**config.mk**
```make
export PLATFORM = sky130hd
export DESIGN_NAME = spi_gpio_expander
export DESIGN_NICKNAME = d
export VERILOG_FILES = /design/src/rtl/spi_gpio_expander.sv
export SDC_FILE = /design/constraint.sdc
export NUM_CORES = 1
export LEC_CHECK = 0
export BUFFER_PORTS_ARGS = -buffer_cell sky130_fd_sc_hd__buf_4
export CAP_MARGIN = 20
export CORE_ASPECT_RATIO = 0.7
export CORE_MARGIN = 10
export CORE_UTILIZATION = 61
export DETAILED_ROUTE_END_ITERATION = 8
export PLACE_DENSITY = 0.78
export SLEW_MARGIN = 40
export SYNTH_ARGS = -nofsm -noshare
export SYNTH_HDL_FRONTEND = slang
export SYNTH_SLANG_ARGS = --single-unit
```
**constraint.sdc**
```tcl
create_clock -name sys_clk -period 5.6 [get_ports sys_clk]
set_clock_uncertainty 0.2 [all_clocks]
set_input_delay 1.68 -clock sys_clk [delete_from_list [all_inputs] [get_ports sys_clk]]
set_output_delay 1.68 -clock sys_clk [all_outputs]
set_load 0.1 [all_outputs]
```
**src/rtl/spi_gpio_expander.sv**
```systemverilog
// rtl/spi_gpio_expander.sv - SPI-addressable output expander with static and 8-bit PWM pins
module spi_gpio_expander #(
  parameter int NUM_PINS = 7,
  parameter int PWM_DIV  = 1
) (
  input  logic                sys_clk,
  input  logic                rst,
  input  logic                ss,
  input  logic                sclk,
  input  logic                mosi,
  output logic                miso,
  output logic [NUM_PINS-1:0] chip_out,
  output logic                wr_pulse
);
  localparam int NB = (NUM_PINS + 7) / 8;

  typedef enum logic [1:0] {IDLE, CMD, DATA} state_t;
  state_t state, state_nxt;

  logic [1:0] ss_sync, sclk_sync, mosi_sync;
  logic       sclk_d;
  logic       ss_q, sclk_q, mosi_q, rise, fall;

  logic [2:0] bit_cnt;
  logic [6:0] rx_shift;
  logic [7:0] rx_byte;
  logic [7:0] tx_shift;
  logic       miso_r;
  logic       rw;
  logic [6:0] addr;
  logic       byte_done, cmd_done, data_done, wr_en, rd_load;
  logic [6:0] rd_addr;
  logic [7:0] rd_data;

  logic [NUM_PINS-1:0] out_reg, mode_reg, pwm;
  logic [7:0]          duty     [NUM_PINS];
  logic [7:0]          duty_act [NUM_PINS];
  logic [15:0]         presc;
  logic [7:0]          cnt;
  logic                tick;

  // Two-flop synchronisers; ss idles high so it resets to 1.
  always_ff @(posedge sys_clk or negedge rst) begin
    if (!rst) begin
      ss_sync   <= 2'b11;
      sclk_sync <= 2'b00;
      mosi_sync <= 2'b00;
      sclk_d    <= 1'b0;
    end else begin
      ss_sync   <= {ss_sync[0], ss};
      sclk_sync <= {sclk_sync[0], sclk};
      mosi_sync <= {mosi_sync[0], mosi};
      sclk_d    <= sclk_sync[1];
    end
  end

  assign ss_q    = ss_sync[1];
  assign sclk_q  = sclk_sync[1];
  assign mosi_q  = mosi_sync[1];
  assign rise    = sclk_q & ~sclk_d;
  assign fall    = ~sclk_q & sclk_d;
  assign rx_byte = {rx_shift, mosi_q};

  assign byte_done = ~ss_q & rise & (bit_cnt == 3'd7);
  assign cmd_done  = byte_done & (state == CMD);
  assign data_done = byte_done & (state == DATA);
  assign wr_en     = data_done & ~rw;
  assign rd_load   = (cmd_done & rx_byte[7]) | (data_done & rw);
  assign rd_addr   = cmd_done ? rx_byte[6:0] : addr + 7'd1;

  always_ff @(posedge sys_clk or negedge rst) begin
    if (!rst) state <= IDLE;
    else      state <= state_nxt;
  end

  always_comb begin
    state_nxt = state;
    case (state)
      IDLE:    if (!ss_q) state_nxt = CMD;
      CMD:     if (byte_done) state_nxt = DATA;
      DATA:    state_nxt = DATA;
      default: state_nxt = IDLE;
    endcase
    if (ss_q) state_nxt = IDLE;
  end

  always_comb begin
    rd_data = 8'h00;
    for (int i = 0; i < NUM_PINS; i++) begin
      if (i / 8 == int'(rd_addr))      rd_data[3'(i % 8)] = out_reg[i];
      if (i / 8 + 16 == int'(rd_addr)) rd_data[3'(i % 8)] = mode_reg[i];
      if (i + 32 == int'(rd_addr))     rd_data = duty[i];
    end
    if (rd_addr == 7'h7f) rd_data = 8'(NUM_PINS);
  end

  // Shift engine: rx on synced rising sclk, tx on synced falling sclk.
  always_ff @(posedge sys_clk or negedge rst) begin
    if (!rst) begin
      bit_cnt  <= 3'd0;
      rx_shift <= 7'd0;
      tx_shift <= 8'd0;
      miso_r   <= 1'b0;
      rw       <= 1'b0;
      addr     <= 7'd0;
      wr_pulse <= 1'b0;
    end else begin
      wr_pulse <= wr_en;
      if (ss_q) begin
        bit_cnt  <= 3'd0;
        tx_shift <= 8'd0;
        miso_r   <= 1'b0;
      end else begin
        if (rise) begin
          bit_cnt  <= bit_cnt + 3'd1;
          rx_shift <= rx_byte[6:0];
        end
        if (cmd_done) begin
          rw   <= rx_byte[7];
          addr <= rx_byte[6:0];
        end
        if (data_done) addr <= addr + 7'd1;
        if (fall) begin
          miso_r   <= tx_shift[7];
          tx_shift <= {tx_shift[6:0], 1'b0};
        end
        if (rd_load) tx_shift <= rd_data;
      end
    end
  end

  assign miso = miso_r & ~ss;

  // Register file; bytes or bits with no backing pin simply have no flop.
  always_ff @(posedge sys_clk or negedge rst) begin
    if (!rst) begin
      out_reg  <= '0;
      mode_reg <= '0;
      for (int i = 0; i < NUM_PINS; i++) duty[i] <= 8'd0;
    end else if (wr_en) begin
      for (int i = 0; i < NUM_PINS; i++) begin
        if (i / 8 == int'(addr))      out_reg[i]  <= rx_byte[3'(i % 8)];
        if (i / 8 + 16 == int'(addr)) mode_reg[i] <= rx_byte[3'(i % 8)];
        if (i + 32 == int'(addr))     duty[i]     <= rx_byte;
      end
    end
  end

  assign tick = (presc == 16'(PWM_DIV - 1));

  // duty_act only reloads on the wrap to 0, so a period never sees a mid-cycle duty change.
  always_ff @(posedge sys_clk or negedge rst) begin
    if (!rst) begin
      presc <= 16'd0;
      cnt   <= 8'd0;
      for (int i = 0; i < NUM_PINS; i++) duty_act[i] <= 8'd0;
    end else if (tick) begin
      presc <= 16'd0;
      cnt   <= cnt + 8'd1;
      if (cnt == 8'hff)
        for (int i = 0; i < NUM_PINS; i++) duty_act[i] <= duty[i];
    end else begin
      presc <= presc + 16'd1;
    end
  end

  always_comb begin
    pwm = '0;
    for (int i = 0; i < NUM_PINS; i++) pwm[i] = (cnt < duty_act[i]);
  end

  always_ff @(posedge sys_clk or negedge rst) begin
    if (!rst) chip_out <= '0;
    else      chip_out <= (mode_reg & pwm) | (~mode_reg & out_reg);
  end

  logic unused_ok;
  assign unused_ok = &{1'b0, NB[0]};
endmodule
```
# Word level (Yosys, flattened, before mapping)
# Cells that the tools add are included.
# totals
input_bits,5
ff_bits,188
wordCells,135
output_inout_bits,9
# op_classes
bitwise_logic,20
n_reduce_logical,21
magnitude_cmp,7
n_eq_ne,22
muxes,30
addsub,4
# ops
cell,count
$eq 7x7->1 const A,14
$mux 8,11
$lt 8x8->1,7
$reduce_and 2->1,13
$mux 7,3
$add 16x1->16 const B,1
$logic_not 16->1,1
$mux 16,1
$eq 6x7->1 const A,2
$logic_not 7->1,2
$and 1x1->1,10
$mux 1,10
$add 8x1->8 const B,1
$eq 8x8->1 const B,1
$add 7x1->7 const B,1
$and 4x7->7,1
$and 7x4->7,1
$eq 7x7->1 const B,1
$not 4->7,1
$or 7x7->7,1
$mux 3,2
$pmux 2 s3,1
$reduce_bool 2->1,3
$not 1->1,5
other kinds (9),10

# Depth between registers and ports, before layout
# logic_depth
word_depth,25
depth_mapped,11
ltp_nobuf,9

# Worst setup path after synthesis
# Ideal clock, no wire load.
# synth_timing
kind,in2out
startpoint,input ss
endpoint,output miso
required_ns,3.720
path_stages,1
n_path_buf,0
arrival_time_ns,3.015
setup_slack_ns,0.705
cell_sequence,nor2b_1
# synth_between
elab_chain_cells,2
# synth_lines
item,line_no,source
start: declaration,8,"input logic ss,"
$not 1->1,132,assign miso = miso_r & ~ss;
$and 1x1->1,132,
end: declaration,11,"output logic miso,"
# Every way passes these cells.

# Worst setup path in the final report
# Ends and elaborated chain as after synthesis.

==> impl_metrics.json <==
{
  "ys_seq_area_frac": 0.488,
  "hold_viol_final": 0,
  "netlist-cell-type-count": 75,
  "antenna_left": 0,
  "synth_largest_area_cell": "dfrtp_1",
  "synth_top_area_share": 0.481,
  "regMostFlops": "duty",
  "hold_buffers": 0,
  "grt_max_degree": 105,
  "largestRegisters": "duty (56), duty_act (32), presc (16)",
  "synth.avg_cell_area_um2": 11.1,
  "r2r_start": "addr[0]$_DFFE_PN0P_",
  "setup_viol": 0,
  "start_kind": "input port",
  "worst_slew_pin_slew_ns": 0.784,
  "fin_crit_ns": 4.10,
  "place_area_um2": 8420,
  "synth_cells": 743,
  "setup_tns_ns": 0,
  "ys_warn_count": 0,
  "dr_wl_met2_um": 8970,
  "cts_resized": 0,
  "die_x_um": 159,
  "clock_sinks": 161,
  "gr-total-overflow": 0,
  "max_freq_mhz": 244,
  "fin_area_um2": 9080,
  "fp.dieH_um": 117,
  "gp_congestion": 0.994,
  "cap_violations": 0,
  "crit_start": "ss",
  "diodes": 0,
  "wl_met3_um": 2110,
  "ys_async_sr_fraction": 1.00,
  "synth_edf_count": 0,
  "wl_met1_um": 9940,
  "initialDrtViolationCount": 594,
  "drc": 0,
  "final_max_slew_viol_count": 0,
  "grt_pass1_wl_um": 33900,
  "wl_um": 21300,
  "finalCritPeriodShare": 0.731,
  "root_buffer": "clkbuf_16",
  "port_buffers": 10,
  "place_hpwl_um": 15400,
  "grt_pass1_vias": 5943,
  "fp-row-count": 35,
  "path_max_fanout": 2,
  "cts_setup_buffers": 0,
  "drive_gt1_frac": 0.216,
  "maxSlewHeadroom": 0.477,
  "worstPathRequired_ns": 3.72,
  "p_leak_uw": 0.00416,
  "grt_antenna_before_repair": 0,
  "synth_top_cells_by_area": "dfrtp_1, mux2_2, ha_1, nand2_1, inv_1",
  "critical_path_class": "in -> out",
  "area_growth_pct": 9.93,
  "vias": 5902,
  "ios": 14,
  "core_area_um2": 13200,
  "holdCritStartpoint": "mosi_sync[0]$_DFF_PN0_",
  "dieArea_um2": 18700,
  "hp-class": "reg -> reg",
  "wire_per_inst_um": 22.7,
  "cp-end-kind": "output pin",
  "synth-main-ff-cell": "dfrtp_1",
  "tritoncts": "yes",
  "synth_seq_cells": 161,
  "vias_per_cell": 6.29,
  "rsz0062_at_grt": "false",
  "cts_htree_levels": 4,
  "fin_nets": 786,
  "path_clk_slew_ns": 0.06,
  "start_util": 0.625,
  "worstSkewPairLatency_ns": 0.42,
  "clock_tree.buffer_depth": 2,
  "power.density_nw_per_um2": 285,
  "cp_data_arrival_time_ns": 2.22,
  "top_layer": "met4",
  "grt.total_usage": 0.230,
  "ir_drop_mv": 0.236,
  "dr.pass1.iters": 5,
  "largest_register_ffs": 56,
  "status": "complete, no violations",
  "syn_area_um2": 8260,
  "numCtsBuffers": 17
}
## synth_stat cells, drive strengths merged (5+ instances only)
| cell | count |
|---|---|
| o211ai | 5 |
| a22oi | 9 |
| nand3 | 17 |
| xnor2 | 19 |
| nand2b | 6 |
| o22ai | 5 |
| o22a | 5 |
| buf | 17 |
| ha | 40 |
| inv | 46 |
| o21bai | 5 |
| nor3 | 20 |
| o31ai | 5 |
| a21o | 14 |
| a21oi | 15 |
| nand2 | 66 |
| a211oi | 5 |
| a22o | 6 |
| a31oi | 12 |
| nor4 | 8 |
| clkbuf | 19 |
| a221oi | 5 |
| nor2 | 30 |
| mux2 | 88 |
| nand4 | 7 |
| o21ai | 25 |
| and3 | 10 |
| or2 | 5 |
| dfrtp | 159 |
| mux2i | 12 |
## per-stage QoR
| stage | hold WS (ns) | util | instances | power [uW] | setup WS, ns |
|---|---|---|---|---|---|
| global placement | 0.132 | 0.636 | 906 | 1370 | 1.51 |
| CTS | 0.157 | 0.684 | 937 | 2600 | 1.49 |
| floorplan | 0.131 | - | 745 | 1310 | 0.705 |
| global route | 0.169 | 0.687 | 938 | 2680 | 1.44 |
| finish | 0.153 | 0.687 | 938 | 2590 | 1.50 |
| detailed placement | 0.142 | 0.637 | 906 | 1380 | 1.50 |
## final cells by class
cell class | instances | area (um^2)
fillers | 972 | 4140
flip-flops and latches | 161 | 4030
multi-input cells | 502 | 3890
clock buffers | 21 | 480
well taps | 185 | 231
inverters | 46 | 173
clock inverters | 10 | 149
repair buffers | 13 | 125
## worst paths after layout
| path | cells after the start | endpoint | slack, ns |
|---|---|---|---|
| worst max-delay path | 3 | miso | 1.50 |
| worst min-delay path | 0 | mosi_sync[1]$_DFF_PN0_ | 0.15 |
| worst max register to register | 8 | tx_shift[0]$_DFFE_PN0P_ | 1.85 |
| worst min register to register | 0 | mosi_sync[1]$_DFF_PN0_ | 0.15 |
| max in group asynchronous | 3 | duty[23]$_DFFE_PN0P_ | 3.22 |
| min in group asynchronous | 1 | presc[8]$_DFF_PN0_ | 0.90 |
## report_power, final
| group | internal [uW] | switching, uW |
|---|---|---|
| clock | 752 | 475 |
| combinational | 31.2 | 70.6 |
| sequential | 1180 | 79.3 |
| total | 1970 | 625 |
## layout by cell type, fill, tap and decap left out, types with 10 or more instances in the layout
| master | Yosys | layout |
|---|---|---|
| o21ai_0 | 23 | 22 |
| buf_4 | 4 | 11 |
| nor3_1 | 19 | 18 |
| xnor2_1 | 19 | 19 |
| mux2i_1 | 12 | 12 |
| nand2_1 | 66 | 66 |
| a31oi_1 | 12 | 12 |
| and3_1 | 10 | 10 |
| inv_1 | 46 | 46 |
| nand3_1 | 13 | 13 |
| a21o_1 | 14 | 14 |
| clkbuf_16 | 0 | 17 |
| dfrtp_1 | 159 | 159 |
| mux2_2 | 88 | 88 |
| ha_1 | 40 | 40 |
| a21oi_1 | 13 | 13 |
| nor2_1 | 29 | 29 |
## kinds of logic (layout without fill, tap and decap cells)
group                    Yosys count  in the layout  share of synthesized area
AO/OA/AOI/OAI                    140            140                      0.124
other                              1              3                   0.000454
flip-flops                       161            161                      0.488
multiplexers                     100            100                      0.134
adder cells (fa/ha/maj)           40             40                     0.0606
buffers and inverters             82             90                     0.0433
AND/OR/NAND/NOR                  196            196                      0.125
XOR/XNOR                          23             23                     0.0244
## worst max-delay path: stages
cell,delay [ns]
buf_4,0.11
nor2b_1,0.11
buf_4,0.30
## metal layers
layer | track usage | vias up
li1 | - | 2666
met5 | 0 | -
met4 | 0.0491 | 0
met2 | 0.323 | 219
met3 | 0.0943 | 24
met1 | 0.324 | 2993
Power figures use the tool's default switching activity.
